==> config.mk <==
export PLATFORM = sky130hd
export DESIGN_NAME = controller_fsm_param_flat
export DESIGN_NICKNAME = d
export VERILOG_FILES = /design/src/rtl/controller_fsm_param_if.sv /design/src/rtl/controller_fsm_param.sv /design/src/flat_wrapper.sv
export SDC_FILE = /design/constraint.sdc
export NUM_CORES = 1
export LEC_CHECK = 0
export CAP_MARGIN = 25
export CORE_UTILIZATION = 35
export DETAILED_ROUTE_END_ITERATION = 10
export PLACE_DENSITY = 0.7
export SYNTH_ARGS = -nofsm -noshare
export SYNTH_HDL_FRONTEND = slang
export SYNTH_SLANG_ARGS = --single-unit
==> constraint.sdc <==
create_clock -name Clk -period 2.4 [get_ports Clk]
set_input_delay 0.48 -clock Clk [delete_from_list [all_inputs] [get_ports Clk]]
set_output_delay 0.48 -clock Clk [all_outputs]
set_load 0.01 [all_outputs]
==> src/rtl/controller_fsm_param_if.sv <==
// Control bus between the parametrised CPU controller and its datapath.
// The controller takes the master modport; the datapath takes the slave modport.
interface controller_fsm_param_if #(
  parameter int INSTR_W   = 16,
  parameter int RF_ADDR_W = 4,
  parameter int DADDR_W   = 8,
  parameter int PC_W      = 8,
  parameter int ALU_SEL_W = 3,
  parameter int CNT_W     = 16
) ();
  logic [INSTR_W-1:0]   instruction;
  logic                 RFAZero;
  logic                 Resume;
  logic [ALU_SEL_W-1:0] ALUSelect;
  logic [3:0]           CurrentStateOut;
  logic [3:0]           NextStateOut;
  logic [DADDR_W-1:0]   DAddr;
  logic                 DWrite;
  logic                 IRLd;
  logic                 PCClr;
  logic                 PCUp;
  logic                 PCLd;
  logic [PC_W-1:0]      PCLdValue;
  logic [RF_ADDR_W-1:0] RFAReadAddr;
  logic [RF_ADDR_W-1:0] RFBReadAddr;
  logic [1:0]           RFSelect;
  logic [DADDR_W-1:0]   RFImm;
  logic [RF_ADDR_W-1:0] RFWriteAddr;
  logic                 RFWriteEnable;
  logic                 Halted;
  logic                 Err;
  logic [CNT_W-1:0]     RetireCount;

  modport master (
    input  instruction, RFAZero, Resume,
    output ALUSelect, CurrentStateOut, NextStateOut, DAddr, DWrite, IRLd,
           PCClr, PCUp, PCLd, PCLdValue, RFAReadAddr, RFBReadAddr, RFSelect,
           RFImm, RFWriteAddr, RFWriteEnable, Halted, Err, RetireCount
  );

  modport slave (
    output instruction, RFAZero, Resume,
    input  ALUSelect, CurrentStateOut, NextStateOut, DAddr, DWrite, IRLd,
           PCClr, PCUp, PCLd, PCLdValue, RFAReadAddr, RFBReadAddr, RFSelect,
           RFImm, RFWriteAddr, RFWriteEnable, Halted, Err, RetireCount
  );
endinterface

==> src/rtl/controller_fsm_param.sv <==
// Fetch/decode/execute sequencer for the 16-bit CPU datapath with load wait,
// immediate load, jumps, resumable HALT, sticky illegal-opcode trap and retire counter.
module controller_fsm_param #(
  parameter int INSTR_W   = 16,
  parameter int OPC_W     = 4,
  parameter int RF_ADDR_W = 4,
  parameter int DADDR_W   = 8,
  parameter int PC_W      = 8,
  parameter int ALU_SEL_W = 3,
  parameter int MEM_WAIT  = 1,
  parameter int CNT_W     = 16
) (
  input  logic                   Clk,
  input  logic                   Rst,
  controller_fsm_param_if.master bus
);
  localparam int WAIT_W = (MEM_WAIT > 1) ? $clog2(MEM_WAIT) : 1;

  typedef enum logic [3:0] {
    ST_NOOP      = 4'b0000,
    ST_STORE     = 4'b0001,
    ST_LOAD_WAIT = 4'b0010,
    ST_ADD       = 4'b0011,
    ST_SUB       = 4'b0100,
    ST_HALT      = 4'b0101,
    ST_LOAD_WB   = 4'b0110,
    ST_LDI       = 4'b0111,
    ST_INIT      = 4'b1000,
    ST_JMP       = 4'b1001,
    ST_JZ        = 4'b1010,
    ST_DECODE    = 4'b1100,
    ST_TRAP      = 4'b1110,
    ST_FETCH     = 4'b1111
  } state_t;

  state_t             state_reg, state_next;
  logic [WAIT_W-1:0]  wait_cnt_reg;
  logic [CNT_W-1:0]   retire_cnt_reg;
  logic               retire;

  logic [OPC_W-1:0]     op;
  logic [RF_ADDR_W-1:0] f_a, f_b, f_w;
  logic [DADDR_W-1:0]   f_m, f_s;
  logic [PC_W-1:0]      f_t;

  assign op  = bus.instruction[INSTR_W-1 -: OPC_W];
  assign f_a = bus.instruction[INSTR_W-OPC_W-1 -: RF_ADDR_W];
  assign f_b = bus.instruction[INSTR_W-OPC_W-RF_ADDR_W-1 -: RF_ADDR_W];
  assign f_w = bus.instruction[RF_ADDR_W-1:0];
  assign f_m = bus.instruction[RF_ADDR_W +: DADDR_W];
  assign f_s = bus.instruction[DADDR_W-1:0];
  assign f_t = bus.instruction[PC_W-1:0];

  always_comb begin
    state_next        = ST_INIT;
    retire            = 1'b0;
    bus.ALUSelect     = '0;
    bus.DAddr         = '0;
    bus.DWrite        = 1'b0;
    bus.IRLd          = 1'b0;
    bus.PCClr         = 1'b0;
    bus.PCUp          = 1'b0;
    bus.PCLd          = 1'b0;
    bus.PCLdValue     = '0;
    bus.RFAReadAddr   = '0;
    bus.RFBReadAddr   = '0;
    bus.RFSelect      = 2'd0;
    bus.RFImm         = '0;
    bus.RFWriteAddr   = '0;
    bus.RFWriteEnable = 1'b0;
    bus.Halted        = 1'b0;
    bus.Err           = 1'b0;
    case (state_reg)
      ST_INIT: begin
        bus.PCClr  = 1'b1;
        state_next = ST_FETCH;
      end
      ST_FETCH: begin
        bus.PCUp   = 1'b1;
        bus.IRLd   = 1'b1;
        state_next = ST_DECODE;
      end
      ST_DECODE: begin
        case (op)
          OPC_W'(0): state_next = ST_NOOP;
          OPC_W'(1): state_next = ST_STORE;
          OPC_W'(2): state_next = ST_LOAD_WAIT;
          OPC_W'(3): state_next = ST_ADD;
          OPC_W'(4): state_next = ST_SUB;
          OPC_W'(5): state_next = ST_HALT;
          OPC_W'(6): state_next = ST_LDI;
          OPC_W'(7): state_next = ST_JMP;
          OPC_W'(8): state_next = ST_JZ;
          default:   state_next = ST_TRAP;
        endcase
      end
      ST_NOOP: begin
        retire     = 1'b1;
        state_next = ST_FETCH;
      end
      ST_STORE: begin
        bus.DAddr       = f_s;
        bus.RFAReadAddr = f_a;
        bus.DWrite      = 1'b1;
        retire          = 1'b1;
        state_next      = ST_FETCH;
      end
      ST_LOAD_WAIT: begin
        bus.DAddr       = f_m;
        bus.RFSelect    = 2'd1;
        bus.RFWriteAddr = f_w;
        state_next      = (wait_cnt_reg == '0) ? ST_LOAD_WB : ST_LOAD_WAIT;
      end
      ST_LOAD_WB: begin
        bus.DAddr         = f_m;
        bus.RFSelect      = 2'd1;
        bus.RFWriteAddr   = f_w;
        bus.RFWriteEnable = 1'b1;
        retire            = 1'b1;
        state_next        = ST_FETCH;
      end
      ST_ADD, ST_SUB: begin
        bus.RFAReadAddr   = f_a;
        bus.RFBReadAddr   = f_b;
        bus.RFWriteAddr   = f_w;
        bus.ALUSelect     = (state_reg == ST_ADD) ? ALU_SEL_W'(1) : ALU_SEL_W'(2);
        bus.RFWriteEnable = 1'b1;
        retire            = 1'b1;
        state_next        = ST_FETCH;
      end
      ST_LDI: begin
        bus.RFSelect      = 2'd2;
        bus.RFImm         = f_m;
        bus.RFWriteAddr   = f_w;
        bus.RFWriteEnable = 1'b1;
        retire            = 1'b1;
        state_next        = ST_FETCH;
      end
      ST_JMP: begin
        bus.PCLd      = 1'b1;
        bus.PCLdValue = f_t;
        retire        = 1'b1;
        state_next    = ST_FETCH;
      end
      ST_JZ: begin
        bus.RFAReadAddr = f_a;
        bus.PCLdValue   = f_t;
        bus.PCLd        = bus.RFAZero;
        retire          = 1'b1;
        state_next      = ST_FETCH;
      end
      ST_HALT: begin
        bus.Halted = 1'b1;
        retire     = bus.Resume;
        state_next = bus.Resume ? ST_FETCH : ST_HALT;
      end
      ST_TRAP: begin
        bus.Err    = 1'b1;
        state_next = ST_TRAP;
      end
      default: state_next = ST_INIT;
    endcase
  end

  // The wait counter holds remaining LOAD_WAIT cycles minus one.
  always_ff @(posedge Clk or posedge Rst) begin
    if (Rst) begin
      state_reg      <= ST_INIT;
      wait_cnt_reg   <= '0;
      retire_cnt_reg <= '0;
    end else begin
      state_reg <= state_next;
      if (state_reg == ST_DECODE && state_next == ST_LOAD_WAIT)
        wait_cnt_reg <= WAIT_W'(MEM_WAIT - 1);
      else if (state_reg == ST_LOAD_WAIT && wait_cnt_reg != '0)
        wait_cnt_reg <= wait_cnt_reg - 1'b1;
      if (retire)
        retire_cnt_reg <= retire_cnt_reg + 1'b1;
    end
  end

  assign bus.CurrentStateOut = state_reg;
  assign bus.NextStateOut    = state_next;
  assign bus.RetireCount     = retire_cnt_reg;
endmodule

==> src/flat_wrapper.sv <==
// flat-port wrapper written by rule: the top's interface ports become plain ports
module controller_fsm_param_flat 
#(
  parameter int INSTR_W   = 16,
  parameter int OPC_W     = 4,
  parameter int RF_ADDR_W = 4,
  parameter int DADDR_W   = 8,
  parameter int PC_W      = 8,
  parameter int ALU_SEL_W = 3,
  parameter int MEM_WAIT  = 1,
  parameter int CNT_W     = 16
)
  (Clk, Rst, bus_instruction, bus_RFAZero, bus_Resume, bus_ALUSelect, bus_CurrentStateOut, bus_NextStateOut, bus_DAddr, bus_DWrite, bus_IRLd, bus_PCClr, bus_PCUp, bus_PCLd, bus_PCLdValue, bus_RFAReadAddr, bus_RFBReadAddr, bus_RFSelect, bus_RFImm, bus_RFWriteAddr, bus_RFWriteEnable, bus_Halted, bus_Err, bus_RetireCount);
  controller_fsm_param_if #(.INSTR_W(INSTR_W), .RF_ADDR_W(RF_ADDR_W), .DADDR_W(DADDR_W), .PC_W(PC_W), .ALU_SEL_W(ALU_SEL_W), .CNT_W(CNT_W)) bus_i ();
  input  logic Clk;
  input  logic Rst;
  input wire logic [$bits(bus_i.instruction)-1:0] bus_instruction;
  input wire logic [$bits(bus_i.RFAZero)-1:0] bus_RFAZero;
  input wire logic [$bits(bus_i.Resume)-1:0] bus_Resume;
  output wire logic [$bits(bus_i.ALUSelect)-1:0] bus_ALUSelect;
  output wire logic [$bits(bus_i.CurrentStateOut)-1:0] bus_CurrentStateOut;
  output wire logic [$bits(bus_i.NextStateOut)-1:0] bus_NextStateOut;
  output wire logic [$bits(bus_i.DAddr)-1:0] bus_DAddr;
  output wire logic [$bits(bus_i.DWrite)-1:0] bus_DWrite;
  output wire logic [$bits(bus_i.IRLd)-1:0] bus_IRLd;
  output wire logic [$bits(bus_i.PCClr)-1:0] bus_PCClr;
  output wire logic [$bits(bus_i.PCUp)-1:0] bus_PCUp;
  output wire logic [$bits(bus_i.PCLd)-1:0] bus_PCLd;
  output wire logic [$bits(bus_i.PCLdValue)-1:0] bus_PCLdValue;
  output wire logic [$bits(bus_i.RFAReadAddr)-1:0] bus_RFAReadAddr;
  output wire logic [$bits(bus_i.RFBReadAddr)-1:0] bus_RFBReadAddr;
  output wire logic [$bits(bus_i.RFSelect)-1:0] bus_RFSelect;
  output wire logic [$bits(bus_i.RFImm)-1:0] bus_RFImm;
  output wire logic [$bits(bus_i.RFWriteAddr)-1:0] bus_RFWriteAddr;
  output wire logic [$bits(bus_i.RFWriteEnable)-1:0] bus_RFWriteEnable;
  output wire logic [$bits(bus_i.Halted)-1:0] bus_Halted;
  output wire logic [$bits(bus_i.Err)-1:0] bus_Err;
  output wire logic [$bits(bus_i.RetireCount)-1:0] bus_RetireCount;
  assign bus_i.instruction = bus_instruction;
  assign bus_i.RFAZero = bus_RFAZero;
  assign bus_i.Resume = bus_Resume;
  assign bus_ALUSelect = bus_i.ALUSelect;
  assign bus_CurrentStateOut = bus_i.CurrentStateOut;
  assign bus_NextStateOut = bus_i.NextStateOut;
  assign bus_DAddr = bus_i.DAddr;
  assign bus_DWrite = bus_i.DWrite;
  assign bus_IRLd = bus_i.IRLd;
  assign bus_PCClr = bus_i.PCClr;
  assign bus_PCUp = bus_i.PCUp;
  assign bus_PCLd = bus_i.PCLd;
  assign bus_PCLdValue = bus_i.PCLdValue;
  assign bus_RFAReadAddr = bus_i.RFAReadAddr;
  assign bus_RFBReadAddr = bus_i.RFBReadAddr;
  assign bus_RFSelect = bus_i.RFSelect;
  assign bus_RFImm = bus_i.RFImm;
  assign bus_RFWriteAddr = bus_i.RFWriteAddr;
  assign bus_RFWriteEnable = bus_i.RFWriteEnable;
  assign bus_Halted = bus_i.Halted;
  assign bus_Err = bus_i.Err;
  assign bus_RetireCount = bus_i.RetireCount;
  controller_fsm_param #(.INSTR_W(INSTR_W), .OPC_W(OPC_W), .RF_ADDR_W(RF_ADDR_W), .DADDR_W(DADDR_W), .PC_W(PC_W), .ALU_SEL_W(ALU_SEL_W), .MEM_WAIT(MEM_WAIT), .CNT_W(CNT_W)) u_core (.Clk(Clk), .Rst(Rst), .bus(bus_i));
endmodule
# ---- Word level (Yosys, flattened, before mapping)
# Memory sizes are Yosys's and may differ from the RTL's.
# Index checks and enable logic that the tools add are counted.
dict set report word_totals {
  mem_count 1
  reg_bits 21
  in_bits 20
  romBits 64
}
# name words word_bits rd rd_clocked_by_memory_dff write_ports line_no
set mem_list {}
lappend mem_list {{(no name shown)} 16 4 1 0 0 controller_fsm_param.sv:84} ;# case (op)
dict set report op_classes {
  n_reduce_logical 12
  n_addsub 2
  n_eq_ne 14
  n_mux 22
}
# cell n
set op_table {}
lappend op_table {{$eq 4x4->1 const B} 6}
lappend op_table {{$pmux 4 s6} 1}
lappend op_table {{$add 16x1->16 const B} 1}
lappend op_table {{$eq 4x3->1 const B} 4}
lappend op_table {{$mux 4} 4}
lappend op_table {{$mux 8} 2}
lappend op_table {{$pmux 8 s2} 1}
lappend op_table {{$eq 4x2->1 const B} 3}
lappend op_table {{$reduce_or 9->1} 1}
lappend op_table {{$mux 1} 8}
lappend op_table {{$reduce_or 4->1} 2}
lappend op_table {{$reduce_or 8->1} 1}
lappend op_table {{$mux 3} 2}
lappend op_table {{$reduce_or 2->1} 3}
lappend op_table {{$reduce_or 5->1} 1}
lappend op_table {{$eq 4x1->1 const B} 1}
lappend op_table {{$logic_not 4->1} 1}
lappend op_table {{$pmux 1 s2} 2}
lappend op_table {{$pmux 2 s2} 1}
lappend op_table {{$logic_and 1x1->1} 2}
lappend op_table {{$mux 2} 1}
lappend op_table {{$reduce_bool 2->1} 1}
lappend op_table {{$sub 1x1->1 const B} 1}

# ---- Depth between registers and ports, before layout
# Gate-level depths: netlist of run 1.
dict set report depth {
  word_depth 6
  mapped_depth 6
}

# ---- Worst setup path after synthesis of run 1
# OpenSTA, ideal clock, no wires.
dict set report synth_timing {
  kind {register -> output}
  from {reg u_core.state_reg[3], in the netlist u_core.bus.CurrentStateOut[3]}
  to {out bus_NextStateOut[2]}
  arrival_time_ns 1.638
  slack_ns 0.282
  path_stages_with_launch 6
  cell_sequence {dfstp_2 > buf_2 > buf_1 > nand2_1 > nor4_1 > a211o_1}
}
dict set report synth_between {
  elab_chain_cells 3
  elab_cells_between_ends 16
  classes_between {eq/ne: 13; mux: 1; reduce/logical: 2}
}
# element line_no
set synth_lines {}
lappend synth_lines {{start, declared} controller_fsm_param.sv:36} ;# state_t state_reg, state_next;
lappend synth_lines {{start signal, assigned} controller_fsm_param.sv:172} ;# state_reg <= state_next;
lappend synth_lines {{$eq 4x4->1 (tied with other cells)} controller_fsm_param.sv:73} ;# case (state_reg)
lappend synth_lines {{$reduce_or 9->1 (no line)} n/a}
lappend synth_lines {{$pmux 4 s6 *} controller_fsm_param.sv:73}
lappend synth_lines {{end, declared} flat_wrapper.sv:22} ;# output wire logic [$bits(bus_i.NextStateOut)-1:0] bus_NextStateOut;
# Every way passes the cells marked *; elsewhere a longest branch is shown, timed or not.

# ---- Worst setup path after layout of run 1
dict set report layout_timing {
  from {reg u_core.state_reg[3], in the netlist u_core.bus.CurrentStateOut[3]}
  to {out bus_RFAReadAddr[0]}
}
dict set report layout_between {
  elab_chain_cells 3
  elab_cells_between_ends 6
  classes_between {eq/ne: 4; mux: 1; reduce/logical: 1}
}
# element line_no
set layout_lines {}
lappend layout_lines {{$eq 4x1->1 (tied with other cells)} controller_fsm_param.sv:73}
lappend layout_lines {{$reduce_or 4->1 (no line) *} n/a}
lappend layout_lines {{$mux 4 *} controller_fsm_param.sv:73}
lappend layout_lines {{end, declared} flat_wrapper.sv:30} ;# output wire logic [$bits(bus_i.RFAReadAddr)-1:0] bus_RFAReadAddr;
# Marked as above.

==> results of run 1 <==
-- repair_timing --
item	4_1_cts	5_1_grt
resized for setup	54	18
pin swaps	2	2
endpoints found under the setup margin	49	17
setup buffers	12	1
-- stage by stage --
step	util	setup TNS (ns)	total power [mW]	setup slack, ns
floorplan	-	0	1.56	0.282
global placement	0.632	-0.870	2.54	-0.342
detailed placement	0.632	-0.918	2.55	-0.390
CTS	0.661	0	2.89	0.00759
global route	0.668	-0.00208	3.11	-0.00208
finish	0.668	0	2.91	0.0681
-- kinds of logic (layout without fill, tap and decap cells) --
logic type / Yosys count / count (layout) / synth area share
simple gates: 98 / 98 / 0.363
buf+inv: 15 / 144 / 0.0473
mux: 2 / 2 / 0.0130
xor+xnor: 15 / 15 / 0.0802
fa+ha+maj: 1 / 1 / 0.00763
flops: 21 / 21 / 0.321
other cells: 1 / 1 / 0.00229
compound gates: 33 / 33 / 0.166
-- power by group through the flow --
stage,clock [mW],combinational (mW),sequential (mW)
floorplan,0,0.952,0.603
CTS,0.242,2.05,0.594
detailed placement,0,1.92,0.632
global placement,0,1.91,0.632
global route,0.258,2.24,0.610
finish,0.236,2.09,0.590
-- layout make-up --
cell class              count  area, um^2  area share
repair buffers            135        1200       0.408
multi-input cells         150        1090       0.369
flip-flops and latches     21         529       0.179
well taps                  52        65.1      0.0221
clock buffers               4        45.0      0.0153
inverters                   5        18.8     0.00636
-- placed cells by master (no fill, tap or decap), drive strengths merged, types with 2 or more instances in the layout --
cell type and n:
nor4 6, nand4 3, dlymetal6s2s 9, and4 2, nand2b 4, nor3 3, a21oi 9, or2 3
a31oi 2, and3 4, dfrtp 20, xnor2 7, clkdlybuf4s50 46, buf 46, nand3 8, a22o 8
nand2 16, nor2b 5, clkbuf 6, and2 25, nor2 15, inv 5, xor2 8, nor4b 2
o21ai 3, dlygate4sd2 31
-- worst min path at each step --
stage / startpoint / endpoint / slack, ns
floorplan: Rst / u_core.bus.CurrentStateOut[0] / 0.46
global placement: u_core.bus.RetireCount[15] / u_core.bus.RetireCount[15] / 0.46
detailed placement: u_core.bus.RetireCount[15] / u_core.bus.RetireCount[15] / 0.47
CTS: u_core.bus.RetireCount[15] / u_core.bus.RetireCount[15] / 0.48
finish: u_core.bus.RetireCount[15] / u_core.bus.RetireCount[15] / 0.47
global route: u_core.bus.RetireCount[15] / u_core.bus.RetireCount[15] / 0.51
-- routing by layer --
| metal | routed length, um | vias to the layer above | track usage |
|---|---|---|---|
| li1 | - | 915 | - |
| met1 | 2470 | 899 | 0.306 |
| met2 | 2850 | 60 | 0.378 |
| met3 | 192 | 7 | 0.0390 |
| met4 | 66 | 0 | 0.0533 |
| met5 | 0 | - | 0 |
==> results_dict.tcl, run 1 <==
set metrics [dict create \
    p_sw_mw 1.26 \
    totalWireLength_um 5580 \
    fill_cells 385 \
    path_clk_slew_ns 0.08 \
    dr_total_vias 1881 \
    grt_pass1_vias 1771 \
    area_growth_pct 80.0 \
    critical_path.slowest_cell "dfstp_2" \
    antenna_found_initial 0 \
    ir_drop_mv 0.649 \
    hp-class "flip-flop to flip-flop" \
    die-area_mm2 0.00496 \
    status "complete, no violations" \
    synth_area_leaders "dfrtp_1 (31%), and2_1 (9.5%), a22o_1 (4.3%)" \
    slew_viol_final 0 \
    cpMostUsedCell "buf_4" \
    crit_fanout 5 \
    whs_ns 0.473 \
    ys_ff_latch 21 \
    r2r-start "u_core.bus.CurrentStateOut[3]" \
    grt.overflow.total 0 \
    power_frac_clock 0.081 \
    start_kind "flip-flop" \
    io_pins 93 \
    postRouteAntennaNets 0 \
    whs_path_depth 1 \
    synth_area_mm2 0.00164 \
    internal_power_mw 1.65 \
    yosysMostFrequentCell "and2_1" \
    ys_async_sr_fraction 1.00 \
    root_buffer "clkbuf_8" \
    drive_gt1_frac 0.263 \
    fp-row-count 24 \
    die_y_um 70.4 \
    arrival_ns 1.85 \
    placed_cell_area_mm2 0.00279 \
    placedCellCount 350 \
    reg2reg_depth 6 \
    max_freq_mhz 429 \
    r2r_end "u_core.bus.RetireCount[11]" \
    p_sw_frac 0.433 \
    synth_edf_count 0 \
    initial_utilization 0.371 \
    clock_sinks 21 \
    netlist_instances 186 \
    place.gp.congestion 0.813 \
    numCtsBuffers 3 \
    cp_num_cells 7 \
    grt_max_degree 22 \
    final_area_mm2 0.00295 \
    final_cells 367 \
    drt_iter0_markers 128 \
    synth_nets 207 \
    synth_top_area_share 0.305 \
    post_drt_wl_per_cell_um 15.2 \
    crit_end "bus_RFAReadAddr[0]" \
    final_nets 337 \
    cp-end-kind "output port" \
    cp.required_ns 1.92 \
    postCtsHoldBufs 0 \
    fp.dieW_um 70.4 \
    skew_ns 0.00656 \
    critPathMaxStageDelay_ns 0.39 \
    cts_max_level 1 \
    largest_reg_flops 16 \
    cts_tree "done" \
    postSynthAreaPerCell_um2 8.81 \
    crit_type "flip-flop to output port" \
    fin_crit_sh 0.972 \
    ys_types 50 \
    power_frac_seq 0.202 \
    portBuffers 91 \
    synth_common_cells "and2_1 (25), dfrtp_1 (20), nand2_1 (16)" \
    crit_family "buffers and inverters" \
    crit_chain "buf_4 > or2_4 > buf_4 > nand2_1 > o21ai_2 > nor2b_1 > dlygate4sd2_1" \
    drc 0 \
    grt_util_all_layers 0.228 \
    clk_path_buf_depth 2 \
    period_minus_slack_ns 2.33 \
    grt_pass1_wl_um 8960 \
    detail_route.first_pass.iterations 4 \
    synth_ff_type "dfrtp_1" \
    setup_viol 0 \
    crit_buf_inv 3 \
    yosysWarningCount 0 \
    viasPerCell 5.13 \
    hold_violations 0 \
    num_antenna_cells 0 \
    comb_power_share 0.716 \
    maxCapViolations 0 \
    coreArea_mm2 0.00441 \
    r2r_slack_ns 0.39 \
    dp_hpwl_um 4220 \
    crit_start "u_core.bus.CurrentStateOut[3]" \
    yosysSeqAreaShare 0.321 \
    power.leakage_nw 1.51 \
    clk_latency_ns 0.26 \
    synth_top_area_cell "dfrtp_1" \
    p_per_area_mw_per_mm2 987 \
]
No activity file was read; power rests on OpenSTA's default activity.
==> run 2: changes to the inputs <==
--- a/config.mk
+++ b/config.mk
@@ -8,6 +8,7 @@
 export CAP_MARGIN = 25
 export CORE_UTILIZATION = 35
 export DETAILED_ROUTE_END_ITERATION = 10
+export HOLD_SLACK_MARGIN = 0.1
 export PLACE_DENSITY = 0.7
 export SYNTH_ARGS = -nofsm -noshare
 export SYNTH_HDL_FRONTEND = slang
==> results of run 2 <==
Final layout, timing and power as in run 1 (identical DEF).
